File: config.mk
export PLATFORM = sky130hd
export DESIGN_NAME = im2col_addr_seq
export DESIGN_NICKNAME = d
export VERILOG_FILES = /design/src/rtl/im2col_addr_seq.sv
export SDC_FILE = /design/constraint.sdc
export NUM_CORES = 1
export LEC_CHECK = 0
export CAP_MARGIN = 20
export CORE_UTILIZATION = 43
export DETAILED_ROUTE_END_ITERATION = 10
export SYNTH_ARGS = -nofsm -noshare
export SYNTH_HDL_FRONTEND = slang
export SYNTH_SLANG_ARGS = --single-unit
File: constraint.sdc
create_clock -name clk -period 17.4 [get_ports clk]
set_input_delay 3.48 -clock clk [delete_from_list [all_inputs] [get_ports clk]]
set_output_delay 3.48 -clock clk [all_outputs]
set_load 0.005 [all_outputs]
File: src/rtl/im2col_addr_seq.sv
// im2col read-address sequencer: latches layer parameters, derives the output edge by
// repeated subtraction, then walks every im2col element. `IM2COL_STALL_CNT_EN adds stall_cnt.
module im2col_addr_seq #(
    parameter int unsigned TS_W   = 8,
    parameter int unsigned KS_W   = 4,
    parameter int unsigned CH_W   = 8,
    parameter int unsigned ST_W   = 3,
    parameter int unsigned ADDR_W = 16
) (
    input  logic              clk,
    input  logic              rstn,
    input  logic              enable,
    input  logic              start_conv,
    input  logic [TS_W-1:0]   tensor_size,
    input  logic [KS_W-1:0]   kernel_size,
    input  logic [CH_W-1:0]   channels,
    input  logic [ST_W-1:0]   stride,
    output logic [ADDR_W-1:0] addr,
    output logic              addr_valid,
    input  logic              addr_ready,
    output logic              row_last,
    output logic [TS_W-1:0]   n_ofs,
    output logic              n_para_done,
    output logic              w_done,
    output logic              cfg_err
`ifdef IM2COL_STALL_CNT_EN
    ,
    output logic [15:0]       stall_cnt
`endif
);

    localparam int unsigned CMP_W = (TS_W > KS_W) ? TS_W : KS_W;
    localparam int unsigned RS_W  = (TS_W > ST_W) ? TS_W : ST_W;

    typedef enum logic [1:0] {
        S_IDLE,
        S_CALC,
        S_RUN,
        S_DONE
    } state_e;

    state_e            state_q, state_d;
    logic              start_q, start_d;
    logic [TS_W-1:0]   t_q, t_d;
    logic [KS_W-1:0]   k_q, k_d;
    logic [CH_W-1:0]   c_q, c_d;
    logic [ST_W-1:0]   s_q, s_d;
    logic [TS_W-1:0]   r_q, r_d;
    logic [TS_W-1:0]   q_q, q_d;
    logic [ADDR_W-1:0] tsq_q, tsq_d;
    logic [ADDR_W-1:0] st_q, st_d;

    logic [KS_W-1:0]   kx_q, kx_d;
    logic [KS_W-1:0]   ky_q, ky_d;
    logic [CH_W-1:0]   ch_q, ch_d;
    logic [TS_W-1:0]   ox_q, ox_d;
    logic [TS_W-1:0]   oy_q, oy_d;

    logic [ADDR_W-1:0] ch_base_q, ch_base_d;
    logic [ADDR_W-1:0] row_q, row_d;
    logic [ADDR_W-1:0] col_q, col_d;
    logic [ADDR_W-1:0] oy_row_q, oy_row_d;
    logic [ADDR_W-1:0] ox_col_q, ox_col_d;

    logic [ADDR_W-1:0] addr_q, addr_d;
    logic              valid_q, valid_d;
    logic              row_last_q, row_last_d;
    logic [TS_W-1:0]   n_ofs_q, n_ofs_d;
    logic              para_done_q, para_done_d;
    logic              w_done_q, w_done_d;
    logic              cfg_err_q, cfg_err_d;
`ifdef IM2COL_STALL_CNT_EN
    logic [15:0]       stall_q, stall_d;
`endif

    logic start_rise;
    logic cfg_bad;
    logic kx_last, ky_last, ch_last, ox_last, oy_last;

    assign start_rise = start_conv && !start_q;
    assign cfg_bad    = (CMP_W'(kernel_size) > CMP_W'(tensor_size)) || (stride == '0) ||
                        (channels == '0) || (kernel_size == '0);

    assign kx_last = (kx_q == k_q - KS_W'(1));
    assign ky_last = (ky_q == k_q - KS_W'(1));
    assign ch_last = (ch_q == c_q - CH_W'(1));
    assign ox_last = (ox_q == n_ofs_q);
    assign oy_last = (oy_q == n_ofs_q);

    // Next-state and output logic
    always_comb begin
        state_d     = state_q;
        start_d     = start_conv;
        t_d         = t_q;
        k_d         = k_q;
        c_d         = c_q;
        s_d         = s_q;
        r_d         = r_q;
        q_d         = q_q;
        tsq_d       = tsq_q;
        st_d        = st_q;
        kx_d        = kx_q;
        ky_d        = ky_q;
        ch_d        = ch_q;
        ox_d        = ox_q;
        oy_d        = oy_q;
        ch_base_d   = ch_base_q;
        row_d       = row_q;
        col_d       = col_q;
        oy_row_d    = oy_row_q;
        ox_col_d    = ox_col_q;
        addr_d      = addr_q;
        valid_d     = valid_q;
        row_last_d  = row_last_q;
        n_ofs_d     = n_ofs_q;
        para_done_d = 1'b0;
        w_done_d    = 1'b0;
        cfg_err_d   = 1'b0;
`ifdef IM2COL_STALL_CNT_EN
        stall_d     = stall_q;
        if (valid_q && !addr_ready && (stall_q != 16'hFFFF)) begin
            stall_d = stall_q + 16'd1;
        end
`endif

        case (state_q)
            S_IDLE: begin
                if (start_rise) begin
                    if (cfg_bad) begin
                        cfg_err_d = 1'b1;
                    end else begin
                        t_d     = tensor_size;
                        k_d     = kernel_size;
                        c_d     = channels;
                        s_d     = stride;
                        tsq_d   = ADDR_W'(tensor_size) * ADDR_W'(tensor_size);
                        st_d    = ADDR_W'(stride) * ADDR_W'(tensor_size);
                        r_d     = tensor_size - TS_W'(kernel_size);
                        q_d     = '0;
`ifdef IM2COL_STALL_CNT_EN
                        stall_d = '0;
`endif
                        state_d = S_CALC;
                    end
                end
            end

            // Floor division (T-K)/S by repeated subtraction
            S_CALC: begin
                if (RS_W'(r_q) >= RS_W'(s_q)) begin
                    r_d = r_q - TS_W'(s_q);
                    q_d = q_q + TS_W'(1);
                end else begin
                    n_ofs_d     = q_q;
                    para_done_d = 1'b1;
                    kx_d        = '0;
                    ky_d        = '0;
                    ch_d        = '0;
                    ox_d        = '0;
                    oy_d        = '0;
                    ch_base_d   = '0;
                    row_d       = '0;
                    col_d       = '0;
                    oy_row_d    = '0;
                    ox_col_d    = '0;
                    addr_d      = '0;
                    valid_d     = 1'b1;
                    row_last_d  = (c_q == CH_W'(1)) && (k_q == KS_W'(1));
                    state_d     = S_RUN;
                end
            end

            // Innermost kx, then ky, c, ox, oy; bases stepped so no multiply per address
            S_RUN: begin
                if (valid_q && addr_ready) begin
                    if (!kx_last) begin
                        kx_d  = kx_q + KS_W'(1);
                        col_d = col_q + ADDR_W'(1);
                    end else begin
                        kx_d = '0;
                        if (!ky_last) begin
                            ky_d  = ky_q + KS_W'(1);
                            row_d = row_q + ADDR_W'(t_q);
                            col_d = ox_col_q;
                        end else begin
                            ky_d = '0;
                            if (!ch_last) begin
                                ch_d      = ch_q + CH_W'(1);
                                ch_base_d = ch_base_q + tsq_q;
                                row_d     = oy_row_q;
                                col_d     = ox_col_q;
                            end else begin
                                ch_d      = '0;
                                ch_base_d = '0;
                                if (!ox_last) begin
                                    ox_d     = ox_q + TS_W'(1);
                                    ox_col_d = ox_col_q + ADDR_W'(s_q);
                                    col_d    = ox_col_q + ADDR_W'(s_q);
                                    row_d    = oy_row_q;
                                end else begin
                                    ox_d     = '0;
                                    ox_col_d = '0;
                                    col_d    = '0;
                                    if (!oy_last) begin
                                        oy_d     = oy_q + TS_W'(1);
                                        oy_row_d = oy_row_q + st_q;
                                        row_d    = oy_row_q + st_q;
                                    end else begin
                                        valid_d    = 1'b0;
                                        row_last_d = 1'b0;
                                        w_done_d   = 1'b1;
                                        state_d    = S_DONE;
                                    end
                                end
                            end
                        end
                    end
                    if (state_d == S_RUN) begin
                        addr_d     = ch_base_d + row_d + col_d;
                        row_last_d = (ch_d == c_q - CH_W'(1)) &&
                                     (ky_d == k_q - KS_W'(1)) &&
                                     (kx_d == k_q - KS_W'(1));
                    end
                end
            end

            S_DONE: begin
                state_d = S_IDLE;
            end

            default: begin
                state_d = S_IDLE;
            end
        endcase
    end

    always_ff @(posedge clk or negedge rstn) begin
        if (!rstn) begin
            state_q     <= S_IDLE;
            start_q     <= 1'b0;
            t_q         <= '0;
            k_q         <= '0;
            c_q         <= '0;
            s_q         <= '0;
            r_q         <= '0;
            q_q         <= '0;
            tsq_q       <= '0;
            st_q        <= '0;
            kx_q        <= '0;
            ky_q        <= '0;
            ch_q        <= '0;
            ox_q        <= '0;
            oy_q        <= '0;
            ch_base_q   <= '0;
            row_q       <= '0;
            col_q       <= '0;
            oy_row_q    <= '0;
            ox_col_q    <= '0;
            addr_q      <= '0;
            valid_q     <= 1'b0;
            row_last_q  <= 1'b0;
            n_ofs_q     <= '0;
            para_done_q <= 1'b0;
            w_done_q    <= 1'b0;
            cfg_err_q   <= 1'b0;
`ifdef IM2COL_STALL_CNT_EN
            stall_q     <= '0;
`endif
        end else if (enable) begin
            state_q     <= state_d;
            start_q     <= start_d;
            t_q         <= t_d;
            k_q         <= k_d;
            c_q         <= c_d;
            s_q         <= s_d;
            r_q         <= r_d;
            q_q         <= q_d;
            tsq_q       <= tsq_d;
            st_q        <= st_d;
            kx_q        <= kx_d;
            ky_q        <= ky_d;
            ch_q        <= ch_d;
            ox_q        <= ox_d;
            oy_q        <= oy_d;
            ch_base_q   <= ch_base_d;
            row_q       <= row_d;
            col_q       <= col_d;
            oy_row_q    <= oy_row_d;
            ox_col_q    <= ox_col_d;
            addr_q      <= addr_d;
            valid_q     <= valid_d;
            row_last_q  <= row_last_d;
            n_ofs_q     <= n_ofs_d;
            para_done_q <= para_done_d;
            w_done_q    <= w_done_d;
            cfg_err_q   <= cfg_err_d;
`ifdef IM2COL_STALL_CNT_EN
            stall_q     <= stall_d;
`endif
        end
    end

    assign addr        = addr_q;
    assign addr_valid  = valid_q;
    assign row_last    = row_last_q;
    assign n_ofs       = n_ofs_q;
    assign n_para_done = para_done_q;
    assign w_done      = w_done_q;
    assign cfg_err     = cfg_err_q;
`ifdef IM2COL_STALL_CNT_EN
    assign stall_cnt   = stall_q;
`endif

endmodule
==> run metrics, run 1 <==
status finished, final reports clean; Bufs and invs on worst path 4; CP max stage cell clkdlybuf4s50_1; overall routing resource usage 0.239; die width 196 um; crit end category register; relative slew slack 0.353; CTS-repair resized insts 0; clk_lat worst skew 0.57 ns; Post-synth top flop dfrtp_1; Post-CTS Setup Bufs 0; total routed wirelength 44600 um; die area 38600 um2; Tcrit/Tclk final 0.469; CP Max Fanout 10; synthesized area per cell 8.54 um2; WL met2 20300 um; Fmax 123 MHz; initial antenna violation count 0; TritonCTS clock tree done; vias per cell 5.63; Hold Path Class reg -> reg; post-layout min period 8.16 ns; core area 36900 um2; register area share after synthesis 0.320; Max Slew Vio Count 0; pin count of the biggest net entering global routing 76; clock buffer depth 3; FF-to-FF path depth 20; H-tree Lvls 1; CP cell instances clkdlybuf4s50_1 > inv_1 > nor2_1 > fa_1 > inv_1 > fa_1 > inv_1 > ha_1 > fa_1 > ha_1 > a21o_1 > a21oi_1 > o21bai_1 > a21oi_1 > o21bai_1 > a21oi_1 > o21bai_1 > a2111oi_0 > o2111ai_1 > nand3_1; M1 wire length 21400 um; Via Count 13700; Final Hold Slack 0.498 ns; Syn Nets 2093; Reg clk slew, reported paths 0.06 ns; setup violators final 0; TritonCTS buffer count 27; gr ovfl total 0; Final Util 0.493; DR top layer met4; worst endpoint required time 17.89 ns; Post-synth ARST share 1.00; antenna viol nets, final 0; Residual DRC 0; pwr/cell area 116 nW/um2; number of global-route vias before repair 13400; CP peak stage delay 0.73 ns; critical path class in -> reg; worst-margin pin slew 0.962 ns; Die H 196 um; clock skew 0.0233 ns; mapped cell area 16300 um2; first-pass iteration count of the detailed router 5; Critical Path AT 8.65 ns; Mapped Cells 1903; commonest non-fill, non-tap cells in the layout 275 x nand2_1, 208 x dfrtp_1, 163 x o21ai_0, 124 x inv_1, 112 x a21oi_1; non-filler instance count after layout 2443; Pleak 0.00863 uW; CTS Hold Bufs 0; post-synth top area cell dfrtp_1; Cell variety after synth 75; most common cell after layout, fill and taps aside nand2_1; IO Port Bufs 56; Rows 70; area delta synth->final 11.8%; max cap viols 0; GP Congestion 0.868; Starting Density 0.441; # IOs 57; Initial DRC Count 791; delay-heaviest family, CP compound AO/OA/AOI/OAI gates; VDD IR max 0.147 mV; proportion of layout cells with a drive suffix above 1 0.0485; Pwr Total 2110 uW; Synth top area share 0.320; met3 routed WL 1930 um; Root Driver clkbuf_16; global-route wire length before repair 73400 um; EDFF count, synth 0; placed cell count 2394; dpl hpwl 33000 um; RSZ-0062 raised after global routing false; critical path launch point type input port; diode count 0; hold path depth 1; CTS sink count 208; Final nets 2109; YS warnings 0; critical path depth in cells 20; final hold vios 0; largest cells by area after synthesis dfrtp_1 32%, ha_1 8.4%, fa_1 6.5%; Total Neg Setup Slack 0 ns; Synth Register Bits 208; Routed wire per std cell 18.3 um
per-stage QoR:
stage               setup WS (ns)  cell area (um2)
detailed placement           8.67            17300
global route                 8.79            18200
global placement             8.77            17300
CTS                          9.24            18200
floorplan                    9.65            16300
finish                       9.24            18200
area by class of cell:
| class | instances | area, um2 |
|---|---|---|
| fill | 3522 | 18700 |
| multi-input combinational | 1480 | 10300 |
| sequential | 208 | 5200 |
| clock buffer | 37 | 763 |
| timing repair buffer | 78 | 731 |
| tap | 504 | 631 |
| inverter | 124 | 465 |
| clock inverter | 12 | 109 |
path summary, 6_finish.rpt:
path | from | to | slack (ns)
hold / removal | start_q | start_q | 0.50
setup reg to reg | k_q[0] | addr[15] | 10.23
max in group asynchronous | rstn | t_q[5] | 13.11
hold reg to reg | start_q | start_q | 0.50
setup / recovery | tensor_size[1] | tsq_q[15] | 9.24
min in group asynchronous | rstn | ox_col_q[1] | 2.89
state kept, by name, indices dropped and copies added (netlist names), 2 cells and up:
| register | cells |
|---|---|
| t_q | 8 |
| c_q | 8 |
| r_q | 8 |
| ch_base_q | 16 |
| ch_q | 8 |
| ox_q | 8 |
| ox_col_q | 16 |
| oy_row_q | 16 |
| row_q | 16 |
| kx_q | 4 |
| st_q | 11 |
| q_q | 8 |
| s_q | 3 |
| addr | 16 |
| k_q | 4 |
| tsq_q | 14 |
| col_q | 16 |
| oy_q | 8 |
| n_ofs | 8 |
| ky_q | 4 |
| state_q | 2 |
metal layers:
layer,global-route usage,vias to the layer above
met5,0,-
met4,0.0694,0
li1,-,6678
met3,0.0246,63
met2,0.383,289
met1,0.341,6715
kinds of logic after synthesis:
logic type | Yosys count | share of synthesized area
AND/OR/NAND/NOR | 657 | 0.192
flip-flops | 208 | 0.320
AO/OA/AOI/OAI | 485 | 0.186
multiplexers | 14 | 0.00878
buffers and inverters | 215 | 0.0503
XOR/XNOR | 162 | 0.0941
adder cells (fa/ha/maj) | 162 | 0.149
synthesized netlist by cell type, types with 11 or more instances:
cell type  instances
clkbuf_1          75
ha_1             109
nand2_1          275
and3_1            38
nor4_1            13
o21bai_1          20
nor3_1            36
xnor2_1           83
mux2i_1           12
a22o_1            26
nand3_1           78
o21ai_0          164
dfrtp_1          208
a31oi_1           11
xor2_1            71
nor2_1            99
fa_1              53
nand4_1           15
o31ai_1           26
and2_1            22
nand2b_1          16
a21o_1            37
a21oi_1          112
inv_1            124
nor2b_1           12
or3_1             12
power by group:
group	internal (uW)	switching (uW)
clock	323	229
combinational	343	573
sequential	553	89.8
No activity file was read; power rests on OpenSTA's default activity.
==> inputs of run 2 (changes only) <==
==> constraint.sdc (replaced) <==
create_clock -name clk -period 7.3 [get_ports clk]
set_input_delay 1.46 -clock clk [delete_from_list [all_inputs] [get_ports clk]]
set_output_delay 1.46 -clock clk [all_outputs]
set_load 0.005 [all_outputs]
==> run metrics, run 2 (synthesis results as in run 1) <==
status finished, final reports clean; Critical Path AT 6.76 ns (-1.89 ns); Root Driver clkbuf_16; Final Hold Slack 0.494 ns (-0.00426 ns); RSZ-0062 raised after global routing false; Total Neg Setup Slack 0 ns (unchanged); TritonCTS clock tree done; global-route wire length before repair 74400 um (+1.3%); Starting Density 0.441 (unchanged); proportion of layout cells with a drive suffix above 1 0.0529 (+0.00440); Routed wire per std cell 18.6 um (+1.8%); total routed wirelength 45600 um (+2.2%); placed cell count 2404 (+0.42%); Final Util 0.496 (+0.00339); CTS Hold Bufs 0 (unchanged); worst-margin pin slew 0.951 ns (-0.0110 ns); Clock power frac 0.265 (+0.004); sequential fraction of design power 0.298 (-0.007); Rows 70 (unchanged); Max Slew Vio Count 0 (unchanged); vias per cell 5.66 (+0.56%); setup violators final 0 (unchanged); critical path launch point type register; first-pass iteration count of the detailed router 5 (unchanged); Post-CTS Setup Bufs 0 (unchanged); relative slew slack 0.365 (+0.0112); diode count 0 (unchanged); core area 36900 um2 (unchanged); Power Internal 3020 uW (+150%); area occupied by multi-input gates 10300 um2 (unchanged); Pwr Total 5140 uW (+140%); sw frac 0.413 (-0.00975); area delta synth->final 12.6%; Final nets 2120 (+0.52%); Hold Path Class reg -> reg; clock skew 0.0213 ns (-0.00200 ns); clock buffer depth 3 (unchanged); Pleak 0.00870 uW (+0.83%); antenna viol nets, final 0 (unchanged); Die H 196 um (unchanged); pwr/cell area 281 nW/um2 (+140%); non-filler instance count after layout 2452 (+0.37%); commonest non-fill, non-tap cells in the layout 275 x nand2_1, 208 x dfrtp_1, 163 x o21ai_0, 124 x inv_1, 112 x a21oi_1; Initial DRC Count 942 (+19%); CP Max Fanout 6 (-4); GP Congestion 0.920 (+6.1%); max cap viols 0 (unchanged); die width 196 um (unchanged); die area 38600 um2 (unchanged); fillcell total 3529 (+0.20%); crit end category register; # IOs 57 (unchanged); overall routing resource usage 0.242 (+0.00274); TritonCTS buffer count 26 (-3.7%); post-layout min period 6.38 ns; Residual DRC 0 (unchanged); gr ovfl total 0 (unchanged); clk_lat worst skew 0.55 ns (-0.02 ns); CTS sink count 208 (unchanged); Gate power share 0.438 (+0.004); number of global-route vias before repair 13400 (+0.45%); Reg clk slew, reported paths 0.07 ns (about the same); worst endpoint required time 7.68 ns (-10.21 ns); Sw Pwr 2120 uW (+140%); Via Count 13900 (+0.93%); most common cell after layout, fill and taps aside nand2_1; pin count of the biggest net entering global routing 78 (+2.6%); CTS-repair resized insts 0 (unchanged); initial antenna violation count 0 (unchanged); critical path class reg -> reg; IO Port Bufs 56 (unchanged); VDD IR max 0.184 mV (+25%); final hold vios 0 (unchanged); Tcrit/Tclk final 0.874; Fmax 157 MHz; dpl hpwl 33900 um (+2.7%); H-tree Lvls 1 (unchanged); Sequential Area 5200 um2 (unchanged)
[run 2: changes by cell type in the layout (fill, tap and decap cells not counted)]
| cell | change |
|---|---|
| buf_12 | +1 |
| buf_4 | +11 |
| bufinv_16 | +2 |
| clkbuf_8 | +1 |
| clkinv_2 | -3 |
| clkinv_4 | -1 |
| clkinvlp_4 | -1 |
| inv_16 | -1 |
[run 2: layout make-up]
| class | count | share of cell area |
|---|---|---|
| tap | 504 | 0.0345 |
| clock buffer | 38 | 0.0425 |
| sequential | 208 | 0.285 |
| timing repair buffer | 90 | 0.0455 |
| inverter | 124 | 0.0254 |
| multi-input combinational | 1480 | 0.561 |
| clock inverter | 8 | 0.00643 |
[run 2: layer usage]
layer  routed length (um)  vias to the layer above  GRT usage
met3                 2430                       71     0.0341
met1                21300                     6749      0.341
met2                20700                      344      0.387
li1                     -                     6709          -
met5                    0                        -          0
met4                 1210                        0     0.0657
[run 2: worst paths after layout]
| kind | from | end | slack, ns | cells after the start |
|---|---|---|---|---|
| setup / recovery | k_q[0] | addr[15] | 0.92 | 23 |
| setup reg to reg | k_q[0] | addr[15] | 0.92 | 23 |
| min in group asynchronous | rstn | ox_col_q[13] | 0.88 | 1 |
| max in group asynchronous | rstn | k_q[3] | 5.18 | 3 |
| hold / removal | tsq_q[13] | tsq_q[13] | 0.49 | 2 |
| hold reg to reg | tsq_q[13] | tsq_q[13] | 0.49 | 2 |
[run 2: per-stage QoR]
step	setup slack, ns	instance area (um2)
CTS	0.924	18300
finish	0.922	18300
global placement	0.783	17400
detailed placement	0.652	17400
global route	0.341	18300
floorplan	1.57	16300
[run 2: power groups by stage]
| stage | sequential (uW) | combinational, uW | clock [uW] |
|---|---|---|---|
| CTS | 1520 | 2250 | 1380 |
| global placement | 1540 | 2200 | 0 |
| finish | 1530 | 2250 | 1360 |
| floorplan | 1450 | 1620 | 0 |
| detailed placement | 1540 | 2230 | 0 |
| global route | 1550 | 2530 | 1420 |
[run 2: critical path, cell delays in order (launching register included)]
cell and delay (ns):
dfrtp_1 0.47, inv_1 0.15, ha_1 0.28, xor3_1 0.37
nor3_2 0.26, nand2_2 0.17, or2_1 0.29, or4_1 0.61
xnor2_1 0.26, nor2_1 0.08, a21oi_1 0.29, fa_1 0.47
inv_1 0.07, ha_1 0.26, a21o_1 0.17, a21oi_1 0.20
nand2b_1 0.19, a2111oi_0 0.14, a2111oi_0 0.47, nor3_1 0.16
a31oi_1 0.20, xnor3_1 0.42, xnor2_1 0.15, o21ai_1 0.07
==> inputs of run 3 (changes only) <==
--- a/config.mk
+++ b/config.mk
@@ -11,3 +11,4 @@
 export SYNTH_ARGS = -nofsm -noshare
 export SYNTH_HDL_FRONTEND = slang
 export SYNTH_SLANG_ARGS = --single-unit
+export TNS_END_PERCENT = 30
==> results of run 3 <==
Same layout as run 2: the final DEF is identical, and so are final timing and power.
